[src/rtl/fp32_addsub_sequencer_if.sv]
// Handshake and data bundle between the operand source, the add/sub sequencer
// and the result writeback stage.
interface fp32_addsub_sequencer_if;
    logic        io_in_valid;
    logic        io_in_ready;
    logic [31:0] io_fpNumberA;
    logic [31:0] io_fpNumberB;
    logic [1:0]  io_operation;
    logic        io_out_valid;
    logic        io_out_ready;
    logic [31:0] io_result;
    logic [3:0]  io_flags;
    logic        io_busy;

    modport master (
        output io_in_valid, io_fpNumberA, io_fpNumberB, io_operation, io_out_ready,
        input  io_in_ready, io_out_valid, io_result, io_flags, io_busy
    );

    modport slave (
        input  io_in_valid, io_fpNumberA, io_fpNumberB, io_operation, io_out_ready,
        output io_in_ready, io_out_valid, io_result, io_flags, io_busy
    );
endinterface

[src/rtl/fp32_addsub_sequencer.sv]
// Multi-cycle IEEE-754 single-precision add/subtract sequencer: one shift or
// add step per cycle through unpack, align, add, normalise and pack.
module fp32_addsub_sequencer #(
    parameter int ALIGN_LIMIT = 24
) (
    input  logic                   clock,
    input  logic                   reset,
    fp32_addsub_sequencer_if.slave bus
);
    typedef enum logic [2:0] {IDLE, UNPACK, ALIGN, ADD, NORM, DONE} state_t;

    localparam logic [7:0]  ALIGN_LIMIT_W  = 8'(ALIGN_LIMIT);
    localparam logic [31:0] QNAN           = 32'h7FC0_0000;
    localparam logic [3:0]  FLAG_INVALID   = 4'b1000;
    localparam logic [3:0]  FLAG_OVERFLOW  = 4'b0100;
    localparam logic [3:0]  FLAG_UNDERFLOW = 4'b0011;
    localparam logic [3:0]  FLAG_ZERO      = 4'b0001;

    state_t      state, state_next;
    logic [31:0] op_a, op_a_next, op_b, op_b_next;
    logic [1:0]  op_code, op_code_next;
    logic        sign_p, sign_p_next, sign_s, sign_s_next;
    logic [7:0]  exp_p, exp_p_next, diff, diff_next;
    logic [23:0] mant_s, mant_s_next;
    logic [24:0] acc, acc_next;
    logic [31:0] result, result_next;
    logic [3:0]  flags, flags_next;

    logic [7:0]  exp_a, exp_b, exp_diff, exp_inc, exp_dec;
    logic [22:0] frac_a, frac_b, frac_right;
    logic        sign_a, sign_b_eff, a_primary;
    logic        a_zero, b_zero, a_inf, b_inf, a_nan, b_nan;
    logic [24:0] sum, acc_left;

    assign exp_a      = op_a[30:23];
    assign exp_b      = op_b[30:23];
    assign frac_a     = op_a[22:0];
    assign frac_b     = op_b[22:0];
    assign sign_a     = op_a[31];
    assign sign_b_eff = op_b[31] ^ op_code[0];
    assign a_zero     = (exp_a == 8'd0);
    assign b_zero     = (exp_b == 8'd0);
    assign a_inf      = (exp_a == 8'hFF) && (frac_a == 23'd0);
    assign b_inf      = (exp_b == 8'hFF) && (frac_b == 23'd0);
    assign a_nan      = (exp_a == 8'hFF) && (frac_a != 23'd0);
    assign b_nan      = (exp_b == 8'hFF) && (frac_b != 23'd0);

    // For normal operands the packed magnitude orders by exponent, then mantissa.
    assign a_primary  = (op_a[30:0] >= op_b[30:0]);
    assign exp_diff   = a_primary ? (exp_a - exp_b) : (exp_b - exp_a);

    // acc holds the primary mantissa until ADD, then the running sum during NORM.
    assign sum        = (sign_p == sign_s) ? (acc + {1'b0, mant_s}) : (acc - {1'b0, mant_s});
    assign acc_left   = acc << 1;
    assign frac_right = acc[23:1];
    assign exp_inc    = exp_p + 8'd1;
    assign exp_dec    = exp_p - 8'd1;

    always_comb begin
        state_next   = state;
        op_a_next    = op_a;
        op_b_next    = op_b;
        op_code_next = op_code;
        sign_p_next  = sign_p;
        sign_s_next  = sign_s;
        exp_p_next   = exp_p;
        diff_next    = diff;
        mant_s_next  = mant_s;
        acc_next     = acc;
        result_next  = result;
        flags_next   = flags;

        case (state)
            IDLE: begin
                if (bus.io_in_valid) begin
                    op_a_next    = bus.io_fpNumberA;
                    op_b_next    = bus.io_fpNumberB;
                    op_code_next = bus.io_operation;
                    state_next   = UNPACK;
                end
            end

            UNPACK: begin
                state_next = DONE;
                flags_next = 4'd0;
                if (op_code[1]) begin
                    result_next = 32'd0;
                    flags_next  = FLAG_INVALID;
                end else if (a_nan || b_nan) begin
                    result_next = QNAN;
                    flags_next  = FLAG_INVALID;
                end else if (a_inf && b_inf) begin
                    if (sign_a != sign_b_eff) begin
                        result_next = QNAN;
                        flags_next  = FLAG_INVALID;
                    end else begin
                        result_next = {sign_a, 8'hFF, 23'd0};
                    end
                end else if (a_inf) begin
                    result_next = {sign_a, 8'hFF, 23'd0};
                end else if (b_inf) begin
                    result_next = {sign_b_eff, 8'hFF, 23'd0};
                end else if (a_zero && b_zero) begin
                    result_next = {sign_a & sign_b_eff, 31'd0};
                    flags_next  = FLAG_ZERO;
                end else if (a_zero) begin
                    result_next = {sign_b_eff, op_b[30:0]};
                end else if (b_zero) begin
                    result_next = op_a;
                end else begin
                    sign_p_next = a_primary ? sign_a : sign_b_eff;
                    sign_s_next = a_primary ? sign_b_eff : sign_a;
                    exp_p_next  = a_primary ? exp_a : exp_b;
                    acc_next    = a_primary ? {2'b01, frac_a} : {2'b01, frac_b};
                    mant_s_next = a_primary ? {1'b1, frac_b} : {1'b1, frac_a};
                    diff_next   = exp_diff;
                    state_next  = (exp_diff == 8'd0) ? ADD : ALIGN;
                end
            end

            ALIGN: begin
                // Large gaps shift everything out anyway, so collapse them to one cycle.
                if (diff > ALIGN_LIMIT_W) begin
                    mant_s_next = 24'd0;
                    diff_next   = 8'd0;
                    state_next  = ADD;
                end else begin
                    mant_s_next = mant_s >> 1;
                    diff_next   = diff - 8'd1;
                    if (diff == 8'd1) begin
                        state_next = ADD;
                    end
                end
            end

            ADD: begin
                acc_next = sum;
                if (sum == 25'd0) begin
                    result_next = 32'd0;
                    flags_next  = FLAG_ZERO;
                    state_next  = DONE;
                end else begin
                    state_next  = NORM;
                end
            end

            NORM: begin
                if (acc[24]) begin
                    if (exp_inc == 8'hFF) begin
                        result_next = {sign_p, 8'hFF, 23'd0};
                        flags_next  = FLAG_OVERFLOW;
                    end else begin
                        result_next = {sign_p, exp_inc, frac_right};
                        flags_next  = 4'd0;
                    end
                    state_next = DONE;
                end else if (!acc[23]) begin
                    if (exp_dec == 8'd0) begin
                        result_next = {sign_p, 31'd0};
                        flags_next  = FLAG_UNDERFLOW;
                        state_next  = DONE;
                    end else begin
                        acc_next   = acc_left;
                        exp_p_next = exp_dec;
                        if (acc_left[23]) begin
                            result_next = {sign_p, exp_dec, acc_left[22:0]};
                            flags_next  = 4'd0;
                            state_next  = DONE;
                        end
                    end
                end else begin
                    result_next = {sign_p, exp_p, acc[22:0]};
                    flags_next  = 4'd0;
                    state_next  = DONE;
                end
            end

            DONE: begin
                if (bus.io_out_ready) begin
                    state_next = IDLE;
                end
            end

            default: begin
                state_next = IDLE;
            end
        endcase
    end

    always_ff @(posedge clock or negedge reset) begin
        if (!reset) begin
            state   <= IDLE;
            op_a    <= 32'd0;
            op_b    <= 32'd0;
            op_code <= 2'd0;
            sign_p  <= 1'b0;
            sign_s  <= 1'b0;
            exp_p   <= 8'd0;
            diff    <= 8'd0;
            mant_s  <= 24'd0;
            acc     <= 25'd0;
            result  <= 32'd0;
            flags   <= 4'd0;
        end else begin
            state   <= state_next;
            op_a    <= op_a_next;
            op_b    <= op_b_next;
            op_code <= op_code_next;
            sign_p  <= sign_p_next;
            sign_s  <= sign_s_next;
            exp_p   <= exp_p_next;
            diff    <= diff_next;
            mant_s  <= mant_s_next;
            acc     <= acc_next;
            result  <= result_next;
            flags   <= flags_next;
        end
    end

    assign bus.io_in_ready  = (state == IDLE);
    assign bus.io_out_valid = (state == DONE);
    assign bus.io_busy      = (state != IDLE);
    assign bus.io_result    = result;
    assign bus.io_flags     = flags;
endmodule

[src/flat_wrapper.sv]
// flat-port wrapper written by rule: the top's interface ports become plain ports
module fp32_addsub_sequencer_flat 
#(
    parameter int ALIGN_LIMIT = 24
)
  (clock, reset, bus_io_in_valid, bus_io_fpNumberA, bus_io_fpNumberB, bus_io_operation, bus_io_out_ready, bus_io_in_ready, bus_io_out_valid, bus_io_result, bus_io_flags, bus_io_busy);
  fp32_addsub_sequencer_if bus_i ();
  input  logic clock;
  input  logic reset;
  input wire logic [$bits(bus_i.io_in_valid)-1:0] bus_io_in_valid;
  input wire logic [$bits(bus_i.io_fpNumberA)-1:0] bus_io_fpNumberA;
  input wire logic [$bits(bus_i.io_fpNumberB)-1:0] bus_io_fpNumberB;
  input wire logic [$bits(bus_i.io_operation)-1:0] bus_io_operation;
  input wire logic [$bits(bus_i.io_out_ready)-1:0] bus_io_out_ready;
  output wire logic [$bits(bus_i.io_in_ready)-1:0] bus_io_in_ready;
  output wire logic [$bits(bus_i.io_out_valid)-1:0] bus_io_out_valid;
  output wire logic [$bits(bus_i.io_result)-1:0] bus_io_result;
  output wire logic [$bits(bus_i.io_flags)-1:0] bus_io_flags;
  output wire logic [$bits(bus_i.io_busy)-1:0] bus_io_busy;
  assign bus_i.io_in_valid = bus_io_in_valid;
  assign bus_i.io_fpNumberA = bus_io_fpNumberA;
  assign bus_i.io_fpNumberB = bus_io_fpNumberB;
  assign bus_i.io_operation = bus_io_operation;
  assign bus_i.io_out_ready = bus_io_out_ready;
  assign bus_io_in_ready = bus_i.io_in_ready;
  assign bus_io_out_valid = bus_i.io_out_valid;
  assign bus_io_result = bus_i.io_result;
  assign bus_io_flags = bus_i.io_flags;
  assign bus_io_busy = bus_i.io_busy;
  fp32_addsub_sequencer #(.ALIGN_LIMIT(ALIGN_LIMIT)) u_core (.clock(clock), .reset(reset), .bus(bus_i));
endmodule
[config.mk]
export PLATFORM = sky130hd
export DESIGN_NAME = fp32_addsub_sequencer_flat
export DESIGN_NICKNAME = d
export VERILOG_FILES = /design/src/rtl/fp32_addsub_sequencer_if.sv /design/src/rtl/fp32_addsub_sequencer.sv /design/src/flat_wrapper.sv
export SDC_FILE = /design/constraint.sdc
export NUM_CORES = 1
export LEC_CHECK = 0
export ABC_AREA = 0
export CAP_MARGIN = 10
export CORE_MARGIN = 1.5
export CORE_UTILIZATION = 40
export DETAILED_ROUTE_END_ITERATION = 8
export GPL_TIMING_DRIVEN = 0
export PLACE_DENSITY_LB_ADDON = 0.25
export SYNTH_ARGS = -nofsm -noshare
export SYNTH_HDL_FRONTEND = slang
export SYNTH_SLANG_ARGS = --single-unit
[constraint.sdc]
create_clock -name clock -period 5.5 [get_ports clock]
set_input_delay 0.825 -clock clock [delete_from_list [all_inputs] [get_ports clock]]
set_output_delay 0.825 -clock clock [all_outputs]
set_load 0.03 [all_outputs]
==> results.py <==
metrics = {
    "run_status": {
        "status": "complete, no violations",
    },
    "route": {
        "drt-pass1-iter-count": 9,
        "vias": 11920,
        "first_iter_violations": 1292,
        "drt-wirelength-per-cell_um": 22.06,
        "vias_per_cell": 6.065,
        "ant_nets": 0,
        "wirelength_um": 43370,
        "drcViolationCount": 0,
    },
    "sta": {
        "final.min_clock_period_ns": 5.251,
        "setup_violations": 0,
        "hold_violations": 0,
        "fin_crit_sh_pct": 95.47,
        "max_slew.worst_pin.slew_ns": 0.9125,
        "maxSlewViolCount": 0,
        "fmax_mhz": 190.5,
        "clock_skew_ns": 0.01280,
        "timing.max_slew.rel_slack_pct": 38.94,
    },
    "pwr": {
        "p_total_mw": 2.615,
        "p_seq_share_pct": 48.3,
        "p_int_mw": 2.025,
        "p_switching_uw": 589.6,
        "power.density_nw_per_um2": 177.4,
        "power_frac_comb_pct": 3.0,
        "p_leak_nw": 6.977,
        "ir_drop_mv": 0.2468,
        "sw_frac_of_total_pct": 22.55,
        "pwr-share-clk_pct": 48.7,
    },
    "die": {
        "initial_core_util_pct": 40.68,
        "row_count": 64,
        "die_area_um2": 32260,
        "io_pins": 109,
        "coreArea_um2": 30670,
        "fp.dieW_um": 179.6,
        "die_height_um": 179.6,
    },
    "placed_design": {
        "gp_congestion": 0.9780,
        "post-dp-hpwl_um": 34230,
        "placed_area_um2": 14080,
        "port_buffers": 108,
    },
    "grt": {
        "grt_pass1_wl_um": 66610,
        "grt.total_usage_pct": 26.63,
        "grt_overflow": 0,
        "grt_pass1_vias": 11160,
        "antenna_found_initial": 0,
        "grt_max_degree": 120,
    },
    "setup_path": {
        "crit_type": "reg2reg",
        "worstPathRequired_ns": 5.83,
        "crit_fanout": 10,
        "critPathArrivalTime_ns": 5.58,
        "end_kind": "register",
        "startpoint_type": "register",
    },
    "run": {
        "timing.max_cap.violations": 0,
    },
    "finish": {
        "final_cell_area_um2": 14740,
        "drive_gt1_share_pct": 8.599,
        "final_core_util_pct": 48.06,
        "diodes": 0,
        "nNetsFinal": 1704,
        "area_delta_synth_final_pct": 18.14,
    },
    "logic_synthesis": {
        "yosys_warnings": 0,
        "synth_ff_type": "dfrtp_1",
        "ys_seq_area_share_pct": 34.50,
        "ys_seq_elements": 172,
        "async_flop_share_pct": 100.0,
        "synth_edf_count": 0,
        "synthCells": 1427,
        "synth_area_per_cell_um2": 8.743,
        "synth.distinct_cells": 79,
        "synth_nets": 1572,
        "synth_area_um2": 12480,
    },
    "clocking": {
        "postCtsHoldBufs": 0,
        "clkTransAtPathRegs_ns": 0.07,
        "cts_max_level": 4,
        "root_buffer": "clkbuf_16",
        "cts_tree": "built",
        "clk_path_buf_depth": 2,
        "clock_latency_ns": 0.45,
        "numClockSinks": 172,
        "cts_buffers": 17,
    },
    "hold_path": {
        "hold_path.class": "in2async",
    },
}
-- power by group through the flow --
stage | logic (mW) | clock network [mW] | registers [mW]
3_3_place_gp | 0.0776 | 0 | 1.29
6_report | 0.0784 | 1.27 | 1.26
5_1_grt | 0.0864 | 1.33 | 1.26
2_1_floorplan | 0.000483 | 0 | 1.29
4_1_cts | 0.0814 | 1.28 | 1.26
3_5_place_dp | 0.0810 | 0 | 1.29
-- metrics by stage --
stage	setup slack (ns)	hold slack, ns	instances	TNS (ns)
after detailed placement	-0.04211	0.4789	1932	-0.8638
after global routing	-0.05355	0.3206	1966	-0.9370
after CTS	0.1596	0.3084	1965	0
final	0.2494	0.2976	1966	0
after global placement	-3.749	0.4705	1931	-641.73
after floorplan	0.8684	0.4729	1427	0
-- cells in the mapped netlist, types with 9 or more instances --
| cell | count | share of area [%] |
|---|---|---|
| a21o_1 | 12 | 0.72 |
| a221oi_1 | 10 | 0.70 |
| o221ai_1 | 11 | 0.77 |
| nor2_1 | 101 | 3.0 |
| o22ai_1 | 19 | 0.95 |
| mux2_4 | 17 | 2.0 |
| buf_2 | 10 | 0.40 |
| a22oi_1 | 24 | 1.4 |
| nand3_1 | 12 | 0.48 |
| nor4_1 | 23 | 1.2 |
| nand4_1 | 17 | 0.85 |
| ha_1 | 72 | 7.2 |
| a222oi_1 | 23 | 1.8 |
| nand2_1 | 160 | 4.8 |
| mux2i_1 | 56 | 4.5 |
| o21ai_0 | 132 | 5.3 |
| xor2_1 | 28 | 2.0 |
| nand2b_1 | 16 | 0.80 |
| a21oi_1 | 109 | 4.4 |
| buf_1 | 12 | 0.36 |
| xnor2_1 | 36 | 2.5 |
| clkbuf_1 | 58 | 1.7 |
| nor3_1 | 23 | 0.92 |
| and3_1 | 9 | 0.45 |
| o31ai_1 | 9 | 0.54 |
| o211ai_1 | 11 | 0.66 |
| nor2b_1 | 9 | 0.45 |
| dfrtp_1 | 172 | 35 |
| a31oi_1 | 12 | 0.60 |
| mux2_2 | 46 | 4.2 |
| inv_1 | 70 | 2.1 |
-- critical path, stage by stage, from the launching register on --
cell and delay [ns]:
dfrtp_1 0.44, xnor2_2 0.34, buf_1 0.43, a21oi_1 0.10, xor2_1 0.28, ha_1 0.28
buf_4 0.17, a21oi_1 0.21, o21ai_0 0.18, nor2b_1 0.17, nor3_1 0.52, nand3_1 0.17
a2111o_1 0.43, nor4_2 0.22, nand4b_2 0.23, a211oi_4 0.28, buf_4 0.18, buf_6 0.15
mux2_2 0.34
-- layout by cell type (no fill, tap or decap), types with 35 or more instances in the layout --
cell type / instances
inv_1: 70
mux2_2: 46
clkdlybuf4s50_1: 107
o21ai_0: 131
nor2_1: 100
mux2i_1: 56
nand2_1: 160
ha_1: 72
a21oi_1: 109
xnor2_1: 35
dfrtp_1: 172
clkbuf_1: 57
-- cell type report --
class	instances	area [um2]
plain buffers	84	354.1
clock buffers	17	425.4
clock inverters	13	165.2
fillers	2968	15930
inverters	71	266.5
multi-input cells	1100	7585
flip-flops and latches	172	4304
well taps	396	495.5
repair buffers	113	1144
-- worst paths after layout --
path | start | endpoint | slack (ns) | cells after the start
worst max register to register | u_core.sign_s | u_core.bus.io_result[21] | 0.25 | 18
min in group clock | u_core.bus.io_result[16] | u_core.bus.io_result[16] | 0.49 | 1
worst max-delay path | u_core.sign_s | u_core.bus.io_result[21] | 0.25 | 18
max in group asynchronous | reset | u_core.diff[2] | 4.28 | 2
worst min register to register | u_core.bus.io_result[16] | u_core.bus.io_result[16] | 0.49 | 1
worst min-delay path | reset | u_core.bus.io_flags[2] | 0.30 | 1
-- cell families after synthesis --
group	synth area share, %
buffers and inverters	4.974
DFF	34.50
adders and majority gates	7.702
xor gates and xnor gates	4.493
AOI/OAI and AO/OA	21.64
muxes	10.87
and+or+nand+nor	15.82
-- sequential cells by signal, indices dropped and copies added (netlist names), 2 cells and up --
register and flops:
u_core.op_b 32, u_core.state 3, u_core.op_code 2, u_core.diff 8, u_core.bus.io_result 32, u_core.bus.io_flags 4, u_core.mant_s 24, u_core.exp_p 8
u_core.acc 25, u_core.op_a 32
-- timing repair --
| item | CTS | global route |
|---|---|---|
| pin swaps | 1 | 2 |
| buffers inserted | 3 | 1 |
| endpoints found under the hold margin | 0 | 0 |
| setup endpoints to repair | 27 | 32 |
| gates cloned | 0 | 0 |
| resized for setup | 0 | 8 |
-- metal layers --
layer / track usage (%) / routed length, um
met4: 7.967 / 1030
met1: 38.02 / 19560
met5: 0 / 0
met2: 40.85 / 19230
met3: 4.923 / 3551
Power figures use the tool's default switching activity.
